`config.mk`:
```
export PLATFORM = sky130hd
export DESIGN_NAME = mem_sram_bridge
export DESIGN_NICKNAME = d
export VERILOG_FILES = /design/src/rtl/mem_sram_bridge.sv
export SDC_FILE = /design/constraint.sdc
export NUM_CORES = 1
export LEC_CHECK = 0
export ABC_CLOCK_PERIOD_IN_PS = 2100
export CAP_MARGIN = 20
export CORE_ASPECT_RATIO = 1.1
export CORE_MARGIN = 2
export CORE_UTILIZATION = 35
export DETAILED_ROUTE_END_ITERATION = 8
export HOLD_SLACK_MARGIN = 0.1
export MAX_ROUTING_LAYER = met4
export SLEW_MARGIN = 30
export SYNTH_ARGS = -nofsm -noshare
export SYNTH_HDL_FRONTEND = slang
export SYNTH_SLANG_ARGS = --single-unit
```
`constraint.sdc`:
```
create_clock -name clk -period 2.1 [get_ports clk]
set_input_delay 0.42 -clock clk [delete_from_list [all_inputs] [get_ports clk]]
set_output_delay 0.42 -clock clk [all_outputs]
set_load 0.05 [all_outputs]
```
`src/rtl/mem_sram_bridge.sv`:
```
// Bridges MEM-stage word/halfword loads and stores onto a 16-bit SRAM,
// stalling the pipeline while the access is split into halfword cycles.
// Ports:
//   clk, rst       : clock, async active-low reset
//   req_*          : MEM-stage request (valid/we/half/addr/wdata)
//   stall          : freezes upstream pipeline registers
//   rdata(_valid)  : load result and one-cycle completion pulse
//   err            : one-cycle pulse for a misaligned request
//   sram_*         : halfword SRAM address/data/strobes
module mem_sram_bridge #(
  parameter int ADDR_W  = 32,
  parameter int SRAM_AW = 11
) (
  input  logic               clk,
  input  logic               rst,
  input  logic               req_valid,
  input  logic               req_we,
  input  logic               req_half,
  input  logic [ADDR_W-1:0]  req_addr,
  input  logic [31:0]        req_wdata,
  output logic               stall,
  output logic [31:0]        rdata,
  output logic               rdata_valid,
  output logic               err,
  output logic [SRAM_AW-1:0] sram_addr,
  output logic [15:0]        sram_wdata,
  output logic               sram_oe,
  input  logic [15:0]        sram_rdata,
  output logic               sram_we,
  output logic               sram_re
);

  localparam logic [1:0] IDLE = 2'd0;
  localparam logic [1:0] LO   = 2'd1;
  localparam logic [1:0] HI   = 2'd2;
  localparam logic [1:0] DONE = 2'd3;

  logic [1:0]         state;
  logic               lat_we;
  logic               lat_half;
  logic [SRAM_AW-2:0] lat_waddr;
  logic [15:0]        lat_wdata_hi;

  logic               misaligned;
  logic [SRAM_AW-1:0] first_addr;
  logic               unused;

  assign misaligned = req_half ? req_addr[0]
                               : (req_addr[1:0] != 2'b00);

  // Word accesses start at the even halfword; halfwords go direct.
  assign first_addr = req_half ? req_addr[SRAM_AW:1]
                               : {req_addr[SRAM_AW:2], 1'b0};

  // Upper byte-address bits wrap around the SRAM.
  assign unused = ^req_addr[ADDR_W-1:SRAM_AW+1];

  assign stall   = req_valid & (state != DONE);
  assign sram_oe = sram_we;

  always_ff @(posedge clk or negedge rst) begin
    if (!rst) begin
      state        <= IDLE;
      lat_we       <= 1'b0;
      lat_half     <= 1'b0;
      lat_waddr    <= '0;
      lat_wdata_hi <= '0;
      rdata        <= '0;
      rdata_valid  <= 1'b0;
      err          <= 1'b0;
      sram_addr    <= '0;
      sram_wdata   <= '0;
      sram_we      <= 1'b0;
      sram_re      <= 1'b0;
    end else begin
      rdata_valid <= 1'b0;
      err         <= 1'b0;
      unique case (state)
        IDLE: begin
          if (req_valid) begin
            lat_we       <= req_we;
            lat_half     <= req_half;
            lat_waddr    <= req_addr[SRAM_AW:2];
            lat_wdata_hi <= req_wdata[31:16];
            if (misaligned) begin
              state       <= DONE;
              err         <= 1'b1;
              rdata_valid <= ~req_we;
              if (!req_we) begin
                rdata <= '0;
              end
            end else begin
              state      <= LO;
              sram_addr  <= first_addr;
              sram_wdata <= req_wdata[15:0];
              sram_we    <= req_we;
              sram_re    <= ~req_we;
            end
          end
        end
        LO: begin
          if (!lat_we) begin
            rdata[15:0] <= sram_rdata;
            if (lat_half) begin
              rdata[31:16] <= {16{sram_rdata[15]}};
            end
          end
          if (lat_half) begin
            state       <= DONE;
            rdata_valid <= ~lat_we;
            sram_addr   <= '0;
            sram_wdata  <= '0;
            sram_we     <= 1'b0;
            sram_re     <= 1'b0;
          end else begin
            state      <= HI;
            sram_addr  <= {lat_waddr, 1'b1};
            sram_wdata <= lat_wdata_hi;
          end
        end
        HI: begin
          if (!lat_we) begin
            rdata[31:16] <= sram_rdata;
          end
          state       <= DONE;
          rdata_valid <= ~lat_we;
          sram_addr   <= '0;
          sram_wdata  <= '0;
          sram_we     <= 1'b0;
          sram_re     <= 1'b0;
        end
        default: begin
          state <= IDLE;
        end
      endcase
    end
  end

endmodule

```
== Yosys cells after proc, flatten, opt, wreduce, memory -nomap -nowiden ==
Cells that the tools add are included.

* Flip-flop bits (word level): 93

* Eq/ne operators: 10
* Multiplexer cells: 36
* Bitwise operators: 3
* Reduce and logical (&&, ||, !) cells: 9

{| class="wikitable"
|+ Operator list
! kind !! count
|-
| two-way mux 32 bit || 4
|-
| case mux 16 bit (3 select lines) || 2
|-
| two-way mux 16 bit || 5
|-
| two-way mux 11 bit || 3
|-
| case mux 11 bit (3 select lines) || 1
|-
| case mux 16 bit (2 select lines) || 1
|-
| inequality test 2 bit, second input constant || 8
|-
| two-way mux 1 bit || 14
|-
| case mux 1 bit (3 select lines) || 3
|-
| AND reduction 7 bit || 1
|-
| case mux 2 bit (3 select lines) || 1
|-
| AND reduction 5 bit || 1
|-
| two-way mux 2 bit || 2
|-
| AND reduction 4 bit || 1
|-
| nonzero test 2 bit || 2
|-
| AND reduction 3 bit || 1
|-
| nonzero test 3 bit || 1
|-
| == test 2 x 1 -> 1 bit, second input constant || 1
|-
| == test 2 bit, second input constant || 1
|-
| logical NOT 2 bit || 1
|-
| inverter 1 bit || 2
|-
| AND reduction 2 bit || 1
|-
| AND 1 bit || 1
|}

== Depth between registers and ports, before layout ==
Gate-level depths: netlist (run 1).

* Depth after elaboration: 5
* Gate-level depth with buffers: 8
* Depth with buffers taken out: 6

== Worst setup path before layout (run 1) ==
No wires, ideal clock.

* Path kind: flip-flop to flip-flop
* Start: register state[0]
* End: register rdata[20]
* Setup time: 0.127 ns
* Data arrival time: 1.743 ns
* Data required time: 1.973 ns
* Path slack: 0.230 ns
* Cell stages (with the launch flop): 9
* Path buffers: 3
* Clock period less this slack: 1.870 ns
* Path through: dfrtp_1 -> inv_1 -> ha_1 -> buf_2 -> a2bb2oi_4 -> o211a_1 -> buf_4 -> buf_6 -> mux2_1

* Word-level cells in the longest chain between the ends: 3
* Elaborated cells between the ends (all ways): 12
* Those cells by class: eq/ne (8); mux (1); reduce/logical (3)

{| class="wikitable"
|+ Ends and longest elaborated chain
! what !! RTL line !! source
|-
| from (decl) || 38 || <nowiki>logic [1:0] state;</nowiki>
|-
| from (signal assigned) || 63 || <nowiki>state <= IDLE;</nowiki>
|-
| from (signal assigned) || 86 || <nowiki>state <= DONE;</nowiki>
|-
| from (signal assigned) || 93 || <nowiki>state <= LO;</nowiki>
|-
| == test 2 x 1 -> 1 bit (tied with other cells) || 78 || <nowiki>unique case (state)</nowiki>
|-
| inequality test 2 bit (no line) or nonzero test 3 bit (tied branches) || - ||
|-
| AND reduction 7 bit (no line) || - ||
|-
| to (signal assigned) || 105 || <nowiki>rdata[31:16] <= {16{sram_rdata[15]}};</nowiki>
|-
| to (signal assigned) || 123 || <nowiki>rdata[31:16] <= sram_rdata;</nowiki>
|-
| to (decl) || 22 || <nowiki>output logic [31:0] rdata,</nowiki>
|}

Parallel ways exist; a longest one is shown, timed or not.
A chain may end at the register's enable or synchronous reset.

== Worst setup path after layout (run 1) ==
* Start: register sram_we (netlist: sram_oe)
* End: output port sram_oe

{| class="wikitable"
|+ RTL lines
! what !! RTL line !! source
|-
| from (decl) || 29 || <nowiki>output logic sram_we,</nowiki>
|-
| from (signal assigned) || 96 || <nowiki>sram_we <= req_we;</nowiki>
|-
| to (decl) || 27 || <nowiki>output logic sram_oe,</nowiki>
|}

No word-level cell between the ends.

==> results.md, run 1 <==
- Post-synthesis cell type count: 34
- RSZ-0062 raised after global routing: no
- Power Dens Cells: 1800 mW/mm^2
- Hold path start: rdata[14]$_DFFE_PN0P_
- Arrival time at the worst endpoint: 1.56 ns
- Dpl hpwl: 7.74 mm
- Die W: 108 um
- Setup violators final: 0
- Worst Path Buf+Inv: 1
- Total clock buffers created by CTS: 9
- Initial antenna violation count: 0
- Max-slew violations: 0
- Hold Crit Class: reg2reg
- Fin crit share: 94.4%
- Drt via density: 5.03
- Largest family of logic cells by synthesized area: compound AO/OA/AOI/OAI gates
- Root Driver: clkbuf_16
- Crit path max-delay family: buffers and inverters
- Post-synthesis mux area share: 12.0%
- CTS Buffer Depth: 2
- Post-detailed-routing wire length: 10.7 mm
- Rows: 41
- Status: completed
- Routed Antenna Nets: 0
- Post-Syn Instances: 380
- Sequential Power Share: 26.8%
- Layout area overhead: 46.7%
- Nets: 603
- Static leakage: 0.00277 uW
- Max Cap Viol: 0
- Crit path required time: 1.68 ns
- I/O Buffers: 129
- Internal Power: 6240 uW
- Global-route wire length before repair: 18.1 mm
- Net Sw Frac: 43.7%
- VDD IR-drop max: 0.850 mV
- Vias after detailed routing: 3362
- Rel. slew slack: 63.7%
- Crit path kind: reg2out
- Min-Delay Path Depth: 1
- Yosys reg bits: 93
- Skew final: 0.00467 ns
- CTS tree: yes
- Syn_area_per_cell: 11.1 um^2
- Worst reg-to-reg path cell count: 7
- Total GRT Usage: 18.2%
- Critical-path cell list: clkdlybuf4s50_1
- Core area: 0.0116 mm^2
- Final Critical Period: 1.98 ns
- Diodes inserted: 0
- WHS Endpoint: rdata[14]$_DFFE_PN0P_
- Die Y: 119 um
- FMAX: 505 MHz
- Final Hold Fails: 0
- R2R Path Start: state[1]$_DFFE_PN0N_
- Die area: 0.0129 mm^2
- Initial drt markers: 110
- Crit. End Element: primary output
- Clock transition at path regs: 0.06 ns
- Setup crit start kind: register
- Syn Nets: 469
- Vias in the first global route: 3672
- Final TNS setup: 0 ns
- Mapped cell area: 0.00420 mm^2
- Warnings from Yosys: 0
- H-tree levels: 3
- Post-synthesis adder-cell area fraction: 1.19%
- Comb power frac: 56.7%
- Slowest stage cell, crit path: clkdlybuf4s50_1
- Initial core utilization: 36.2%
- R2r setup slk: 0.21 ns
- Largest net degree at the start of global routing: 39
- Post-synthesis xor/xnor area fraction: 0%
- Fraction of layout cells with a size suffix above 1: 18.9%
- CP peak stage delay: 0.82 ns
- Clock power frac: 16.5%
- Remaining global-route overflow: 0
- Clock latency on the worst-skew pair: 0.33 ns
- Compound-Gate Fraction of Synth Area: 15.3%
- WL/cell: 16.0 um
- Final core occ: 53.2%
- # IOs: 150
- Simple-gate area share of the yosys netlist: 12.0%
- Sink Count: 93
- DR pass1 iterations: 4
- Worst Tran Pin Value: 0.545 ns
- R2r endpoint: rdata[20]$_DFFE_PN0P_
- Placer Congestion: 0.803
- DRC Markers: 0
- Crit-path max FO: 3
- Sw power: 4840 uW
- Register area share after synthesis: 55.4%
-- logic make-up (layout without fill, tap and decap cells) --
kind of cell,after synthesis,in the layout
adder cells (fa/ha/maj),4,4
AND/OR/NAND/NOR,100,100
AO/OA/AOI/OAI,100,100
buffers and inverters,38,177
multiplexers,45,45
flip-flops,93,93
-- cell usage after synthesis --
master,number,area share [%]
o32ai_1,1,0.21
inv_1,5,0.45
o31ai_1,2,0.36
and2_1,1,0.15
o22ai_1,2,0.30
clkinv_1,1,0.089
nand4_1,15,2.2
and3_1,27,4.0
o211a_1,1,0.24
o211ai_2,1,0.30
nand2_1,5,0.45
nor2b_4,1,0.33
a21bo_2,15,3.6
o2bb2ai_1,1,0.21
o21ai_0,1,0.12
ha_1,4,1.2
a211oi_1,1,0.18
nor2_1,47,4.2
mux2_2,35,9.4
a21oi_1,70,8.3
mux2_1,9,2.4
buf_4,3,0.54
buf_6,1,0.27
clkbuf_1,19,1.7
a21o_1,1,0.18
nor2b_1,1,0.15
mux2i_1,1,0.24
o32a_1,1,0.24
dfrtp_1,93,55
o211ai_1,1,0.18
nand2b_1,3,0.45
a2bb2oi_4,1,0.63
buf_2,9,1.1
a32o_1,1,0.24
-- placed cells by master, fill, tap and decap left out, drive strengths merged --
cell type,instances
nor2b,2
clkdlybuf4s50,127
o211ai,2
nor2,47
clkbuf,13
a2bb2oi,1
nand2,5
bufinv,2
o32a,1
o211a,1
and3,27
and2,1
a21oi,70
o32ai,1
a21bo,15
a211oi,1
a32o,1
o22ai,2
mux2i,1
inv,5
nand4,15
dfrtp,93
buf,27
clkinv,2
o31ai,2
mux2,44
o21ai,1
o2bb2ai,1
dlygate4sd3,1
ha,4
nand2b,3
a21o,1
-- how the worst max path moves through the flow --
stage | start | to | slack, ns | cells after the start
after floorplan | state[0]$_DFFE_PN0N_ | rdata[20]$_DFFE_PN0P_ | 0.23 | 8
after global placement | req_half | sram_addr[8]$_DFFE_PN0P_ | 0.02 | 7
after detailed placement | req_half | sram_addr[9]$_DFFE_PN0P_ | -0.03 | 7
after CTS | sram_oe$_DFFE_PN0P_ | sram_oe | 0.10 | 1
after global routing | state[1]$_DFFE_PN0N_ | rdata[9]$_DFFE_PN0P_ | 0.08 | 8
final | sram_oe$_DFFE_PN0P_ | sram_oe | 0.12 | 1
-- power groups by stage --
| stage | Combinational [uW] | Clock, uW | Sequential [uW] |
|---|---|---|---|
| after detailed placement | 6370 | 0 | 2990 |
| final | 6290 | 1830 | 2970 |
| after global placement | 6260 | 0 | 2960 |
| after global routing | 6810 | 1960 | 3070 |
| after floorplan | 2700 | 0 | 4480 |
| after CTS | 6370 | 1870 | 2970 |
-- routing by layer --
layer	share of wire [%]	wire, um	GRT usage, %
met2	48	5100	28.6
met5	0	0	-
met1	44	4730	23.3
met4	1.3	142	6.09
met3	6.6	710	3.89
-- final cells by class --
cell class,instances,area [um^2]
clock buffers,13,280
clock inverters,3,65.1
fillers,1079,5430
inverters,6,22.5
multi-input cells,249,1720
flip-flops and latches,93,2330
well taps,150,188
repair buffers,155,1560
-- what timing repair did --
action                                 CTS  global route
setup endpoints to repair                0             0
endpoints found under the hold margin   35             0
buffers inserted                         0             0
hold buffers                             1             0
resized for setup                        0             0
-- state kept, by name, indices dropped and copies added (netlist names) --
register      flops
sram_wdata       16
state             2
lat_waddr        10
lat_half          1
lat_wdata_hi     16
sram_addr        11
err               1
rdata_valid       1
lat_we            1
sram_re           1
sram_oe           1
rdata            32
-- through the flow --
| stage | setup WS, ns | total power (uW) | area [um^2] | hold WS, ns | cells |
|---|---|---|---|---|---|
| 3_5_place_dp | -0.0273 | 9360 | 5810 | 0.420 | 652 |
| 5_1_grt | 0.0827 | 11800 | 6160 | 0.506 | 669 |
| 2_1_floorplan | 0.230 | 7180 | 4200 | 0.124 | 380 |
| 3_3_place_gp | 0.0183 | 9220 | 5810 | 0.418 | 652 |
| 4_1_cts | 0.105 | 11200 | 6160 | 0.489 | 669 |
| 6_report | 0.118 | 11100 | 6160 | 0.484 | 669 |
Power figures use the tool's default switching activity.
==> run 2: changes to the inputs <==
--- a/config.mk
+++ b/config.mk
@@ -8,7 +8,6 @@
 export ABC_CLOCK_PERIOD_IN_PS = 2100
 export CAP_MARGIN = 20
 export CORE_ASPECT_RATIO = 1.1
-export CORE_MARGIN = 2
 export CORE_UTILIZATION = 35
 export DETAILED_ROUTE_END_ITERATION = 8
 export HOLD_SLACK_MARGIN = 0.1
==> run 2 against run 1 <==
Sequential share of layout area grew 0.57 points. Clock skew grew 0.0044 ns. Worst setup slack gained 0.00092 ns. Register-to-register slack gained 0.03 ns. Power shrank 3.2%. Sequential cell count is the same. Final area shrank 1.5%. Clock power shrank 17%. First-iteration DRC count grew 65%. Critical path type unchanged. Largest power group unchanged.
==> results.md, run 2 (synthesized netlist as in run 1, its figures left out) <==
- Layout area overhead: 44.6%
- CP Depth: 1 (unchanged)
- CTS tree: yes
- Placer Congestion: 0.791 (-1.6%)
- Crit-path max FO: 3 (unchanged)
- VDD IR-drop max: 0.920 mV (+8.3%)
- Rows: 41 (unchanged)
- Max-slew violations: 0 (unchanged)
- Initial antenna violation count: 0 (unchanged)
- DR pass1 iterations: 4 (unchanged)
- CTS Buffer Depth: 2 (unchanged)
- Routed Antenna Nets: 0 (unchanged)
- I/O Buffers: 129 (unchanged)
- Remaining global-route overflow: 0 (unchanged)
- Core area: 0.0116 mm^2 (unchanged)
- Sink Count: 93 (unchanged)
- Die W: 106 um (-1.8%)
- Worst reg-to-reg path cell count: 7 (unchanged)
- Post-detailed-routing wire length: 10.7 mm (about the same)
- Crit path kind: reg2out
- Vias in the first global route: 3412 (-7.1%)
- FMAX: 505 MHz (about the same)
- Dpl hpwl: 7.44 mm (-3.9%)
- Static leakage: 0.00272 uW (-1.8%)
- Max reg flops: 32 (unchanged)
- Root Driver: clkbuf_16
- Drt via density: 5.10 (+1.4%)
- Initial drt markers: 181 (+65%)
- Power Dens Cells: 1770 mW/mm^2 (-1.7%)
- Final Hold Fails: 0 (unchanged)
- Setup violators final: 0 (unchanged)
- Die Y: 117 um (-1.7%)
- Non-Filler Cell Area, Final: 0.00607 mm^2 (-1.5%)
- Clock transition at path regs: 0.07 ns (about the same)
- H-tree levels: 3 (unchanged)
- Commonest non-fill, non-tap cell in the layout: clkdlybuf4s50_1
- Final TNS setup: 0 ns (unchanged)
- Fillers: 1100 (+1.9%)
- DRC Markers: 0 (unchanged)
- Largest registers: rdata: 32 flops, lat_wdata_hi: 16 flops, sram_wdata: 16 flops
- Rel. slew slack: 63.1% (-0.59 points)
- Clock latency on the worst-skew pair: 0.34 ns (about the same)
- Largest net degree at the start of global routing: 67 (+72%)
- R2r setup slk: 0.24 ns (+0.03 ns)
- Setup crit start kind: register
- FF+latch area: 0.00233 mm^2 (unchanged)
- RSZ-0062 raised after global routing: no
- Total GRT Usage: 18.8% (+0.65 points)
- Fraction of layout cells with a size suffix above 1: 18.4% (-0.47 points)
- Die area: 0.0124 mm^2 (-3.5%)
- Crit path max-delay family: buffers and inverters
- Max Cap Viol: 0 (unchanged)
- Hold Crit Class: reg2reg
- Dpl cell area: 0.00579 mm^2 (-0.39%)
- Initial core utilization: 36.2% (unchanged)
- Skew final: 0.00906 ns (+0.00438 ns)
- # IOs: 150 (unchanged)
- Total clock buffers created by CTS: 9 (unchanged)
- Global-route wire length before repair: 17.6 mm (-3.0%)
- Min-Delay Path Depth: 1 (unchanged)
- Reg with most FFs: rdata
- Final hold slack: 0.485 ns (+0.00119 ns)
- Post-CTS Setup Inserts: 0 (unchanged)
- Crit path required time: 1.68 ns (about the same)
- Critical-path cell list: clkdlybuf4s50_1
- Status: completed
- Critical path startpoint: sram_oe$_DFFE_PN0P_
- Slowest stage cell, crit path: clkdlybuf4s50_1
- Nets: 600 (-0.50%)
- Final Critical Period: 1.98 ns (-0.000919 ns)
- Worst Path Buf+Inv: 1 (unchanged)
- WL/cell: 16.0 um (+0.38%)
- R2R Path Start: state[0]$_DFFE_PN0N_
- Arrival time at the worst endpoint: 1.56 ns (about the same)
- Multi-input logic area: 0.00172 mm^2 (unchanged)
- Fin crit share: 94.3% (about the same)
- Worst setup endpoint: sram_oe
- Worst Tran Pin Value: 0.552 ns (+0.00705 ns)
- Diodes inserted: 0 (unchanged)
- Crit. End Element: primary output
- R2r endpoint: rdata[18]$_DFFE_PN0P_
- CP peak stage delay: 0.82 ns (about the same)
- Vias after detailed routing: 3394 (+0.95%)
- Most frequent cells in the layout: clkdlybuf4s50_1 (127), dfrtp_1 (93), a21oi_1 (70)
==> run 2: how the worst min path moves through the flow <==
| stage | to | slack [ns] | start |
|---|---|---|---|
| floorplan | err$_DFF_PN0_ | 0.12 | rst |
| detailed placement | rdata[1]$_DFFE_PN0P_ | 0.46 | rst |
| global route | rdata[4]$_DFFE_PN0P_ | 0.51 | rdata[4]$_DFFE_PN0P_ |
| global placement | rdata[13]$_DFFE_PN0P_ | 0.46 | rst |
| finish | rdata[26]$_DFFE_PN0P_ | 0.49 | rdata[26]$_DFFE_PN0P_ |
| CTS | rdata[26]$_DFFE_PN0P_ | 0.49 | rdata[26]$_DFFE_PN0P_ |
==> run 2: layout make-up <==
class / count / area share (%)
inverters: 6 / 0.371
clock inverters: 7 / 0.845
repair buffers: 152 / 25.3
multi-input cells: 249 / 28.4
flip-flops and latches: 93 / 38.3
well taps: 150 / 3.09
clock buffers: 9 / 3.71
==> run 2: timing repair <==
| item | CTS | global route |
|---|---|---|
| resized for setup | 0 | 0 |
| hold buffers | 1 | 0 |
| endpoints found under the hold margin | 16 | 0 |
==> run 2: per-stage QoR <==
stage          instances  setup slack [ns]  utilization (%)  total power, uW
2_1_floorplan        380             0.230                -             7180
3_3_place_gp         649            0.0155             49.9             9170
3_5_place_dp         649           -0.0388             49.9             9310
4_1_cts              666             0.106             52.4            10900
5_1_grt              666            0.0619             52.4            11400
6_report             666             0.119             52.4            10700
==> run 2: power by group <==
group | internal, uW | switching, uW | total [uW]
registers | 2580 | 395 | 2970
logic | 2430 | 3800 | 6240
clock network | 809 | 708 | 1520
==> run 2: layer usage <==
metal | vias to the layer above | wire [um] | track usage (%)
met3 | 14 | 761 | 5.15
met4 | 0 | 188 | 6.30
li1 | 1611 | - | -
met1 | 1659 | 4840 | 24.3
met5 | - | 0 | -
met2 | 110 | 4880 | 28.7
==> run 3: changes to the inputs <==
--- a/config.mk
+++ b/config.mk
@@ -6,12 +6,12 @@
 export NUM_CORES = 1
 export LEC_CHECK = 0
 export ABC_CLOCK_PERIOD_IN_PS = 2100
-export CAP_MARGIN = 20
 export CORE_ASPECT_RATIO = 1.1
 export CORE_UTILIZATION = 35
 export DETAILED_ROUTE_END_ITERATION = 8
 export HOLD_SLACK_MARGIN = 0.1
 export MAX_ROUTING_LAYER = met4
+export PLACE_DENSITY_LB_ADDON = 0.2
 export SLEW_MARGIN = 30
 export SYNTH_ARGS = -nofsm -noshare
 export SYNTH_HDL_FRONTEND = slang
==> run 3 against run 2 <==
Non-clock buffer count up 1. Hold slack better by 0.00095 ns. Global-route usage down 0.71 points. Routed wire length down 3.6%. Cell count up 0.15%. Sequential share of layout area down 0.20 points. Final area up 0.54%. Critical path type unchanged. Highest routed layer unchanged. Largest power group unchanged. Power up 0.54%.
==> results.md, run 3 (synthesized netlist as in run 1, its figures left out) <==
- Reg with most FFs: rdata
- Crit path kind: reg2out
- Clock latency on the worst-skew pair: 0.34 ns (about the same)
- Final Hold Fails: 0 (unchanged)
- RSZ-0062 raised after global routing: no
- Static leakage: 0.00274 uW (+0.67%)
- # IOs: 150 (unchanged)
- Arrival time at the worst endpoint: 1.54 ns (-0.02 ns)
- Commonest non-fill, non-tap cell in the layout: clkdlybuf4s50_1
- Worst reg-to-reg path cell count: 7 (unchanged)
- Dpl ws: 0.0235 ns (+0.0623 ns)
- DRC Markers: 0 (unchanged)
- Setup crit start kind: register
- H-tree levels: 3 (unchanged)
- Crit path required time: 1.68 ns (about the same)
- Final TNS setup: 0 ns (unchanged)
- Largest registers: rdata: 32 flops, lat_wdata_hi: 16 flops, sram_wdata: 16 flops
- Slowest stage cell, crit path: clkdlybuf4s50_1
- CP Depth: 1 (unchanged)
- Max reg flops: 32 (unchanged)
- Nets: 601 (+0.17%)
- Clock transition at path regs: 0.06 ns (about the same)
- Final hold slack: 0.486 ns (+0.000946 ns)
- Initial antenna violation count: 0 (unchanged)
- Sink Count: 93 (unchanged)
- Crit path max-delay family: buffers and inverters
- Largest net degree at the start of global routing: 47 (-30%)
- Core area: 0.0116 mm^2 (unchanged)
- Die area: 0.0124 mm^2 (unchanged)
- Routed Antenna Nets: 0 (unchanged)
- Diodes inserted: 0 (unchanged)
- Final Critical Period: 1.96 ns (-0.0203 ns)
- Skew final: 0.00591 ns (-0.00315 ns)
- Remaining global-route overflow: 0 (unchanged)
- Rel. slew slack: 63.3% (+0.21 points)
- Worst setup margin: 0.139 ns (+0.0203 ns)
- Status: completed
- Fraction of layout cells with a size suffix above 1: 18.4% (-0.036 points)
- Initial drt markers: 98 (-46%)
- Global-route wire length before repair: 16.8 mm (-4.3%)
- Post-detailed-routing wire length: 10.3 mm (-3.6%)
- Layout area overhead: 45.3%
- Critical-path cell list: clkdlybuf4s50_1
- Max Cap Viol: 0 (unchanged)
- Total GRT Usage: 18.1% (-0.71 points)
- VDD IR-drop max: 0.776 mV (-16%)
- Worst Tran Pin Value: 0.548 ns (-0.00310 ns)
- Final core occ: 52.7% (+0.28 points)
- Root Driver: clkbuf_16
- Die W: 106 um (unchanged)
- Fillers: 1092 (-0.73%)
- Rows: 41 (unchanged)
- I/O Buffers: 129 (unchanged)
- Crit. End Element: primary output
- FMAX: 510 MHz (+1.0%)
- CP peak stage delay: 0.82 ns (about the same)
- Initial core utilization: 36.2% (unchanged)
- Dpl hpwl: 7.30 mm (-1.9%)
- Min-Delay Path Depth: 1 (unchanged)
- Placer Congestion: 0.828 (+4.7%)
- Power Dens Cells: 1770 mW/mm^2 (about the same)
- Most frequent cells in the layout: clkdlybuf4s50_1 (127), dfrtp_1 (93), a21oi_1 (70)
- CTS Buffer Depth: 2 (unchanged)
- DR pass1 iterations: 4 (unchanged)
- Fin crit share: 93.4% (-0.96 points)
- Vias in the first global route: 3381 (-0.91%)
- Crit-path max FO: 2 (-1)
- Design Power: 10800 uW (+0.54%)
- Die Y: 117 um (unchanged)
- Worst Path Buf+Inv: 1 (unchanged)
- Max-slew violations: 0 (unchanged)
- Vias after detailed routing: 3334 (-1.8%)
- Hold Crit Class: reg2reg
- Total clock buffers created by CTS: 9 (unchanged)
- WL/cell: 15.4 um (-3.7%)
- Setup violators final: 0 (unchanged)
- CTS tree: yes
- Drt via density: 5.00 (-1.9%)
run 3: layout make-up:
class | count | area [um^2] | area share (%)
timing repair buffer | 153 | 1560 | 25.5
clock buffer | 13 | 270 | 4.43
multi-input combinational | 249 | 1720 | 28.2
sequential | 93 | 2330 | 38.1
inverter | 6 | 22.5 | 0.369
tap | 150 | 188 | 3.07
clock inverter | 3 | 18.8 | 0.307
run 3: timing repair:
action / CTS / global route
gates resized for setup: 0 / 0
hold buffers: 1 / 0
buffers inserted: 0 / 0
hold endpoints to repair: 27 / 0
run 3: final timing paths:
| path | slack, ns | end | start |
|---|---|---|---|
| setup / recovery | 0.14 | sram_addr[2] | sram_addr[2]$_DFFE_PN0P_ |
| hold / removal | 0.49 | rdata[12]$_DFFE_PN0P_ | rdata[12]$_DFFE_PN0P_ |
| setup reg to reg | 0.21 | rdata[19]$_DFFE_PN0P_ | state[1]$_DFFE_PN0N_ |
| hold reg to reg | 0.49 | rdata[12]$_DFFE_PN0P_ | rdata[12]$_DFFE_PN0P_ |
| max in group asynchronous | 0.94 | rdata[17]$_DFFE_PN0P_ | rst |
| min in group asynchronous | 0.54 | rdata[9]$_DFFE_PN0P_ | rst |
run 3: per-layer routing:
metal  vias to the layer above  global-route usage [%]  wire length, um
li1                       1614                       -                -
met1                      1599                    22.1             4470
met2                       109                    29.2             4990
met3                        12                    3.77              649
met4                         0                    8.04              177
met5                         -                       -                0
run 3: through the flow:
step / instances / area (um^2)
after floorplan: 380 / 4200
after global placement: 650 / 5810
after detailed placement: 650 / 5810
after CTS: 667 / 6100
after global routing: 667 / 6100
final: 667 / 6100
run 3: where the power goes:
group          switching, uW  leakage (uW)  internal [uW]
Combinational           3790       0.00144           2480
Sequential               376       0.00116           2580
Clock                    663      0.000146            898
Total                   4830       0.00274           5960
run 3: worst register-to-register path: stages (launching register included):
cell	delay, ns
dfrtp_1	0.40
inv_1	0.11
ha_1	0.21
buf_4	0.25
and2_1	0.51
a21oi_1	0.09
nor2_1	0.11
mux2_2	0.15
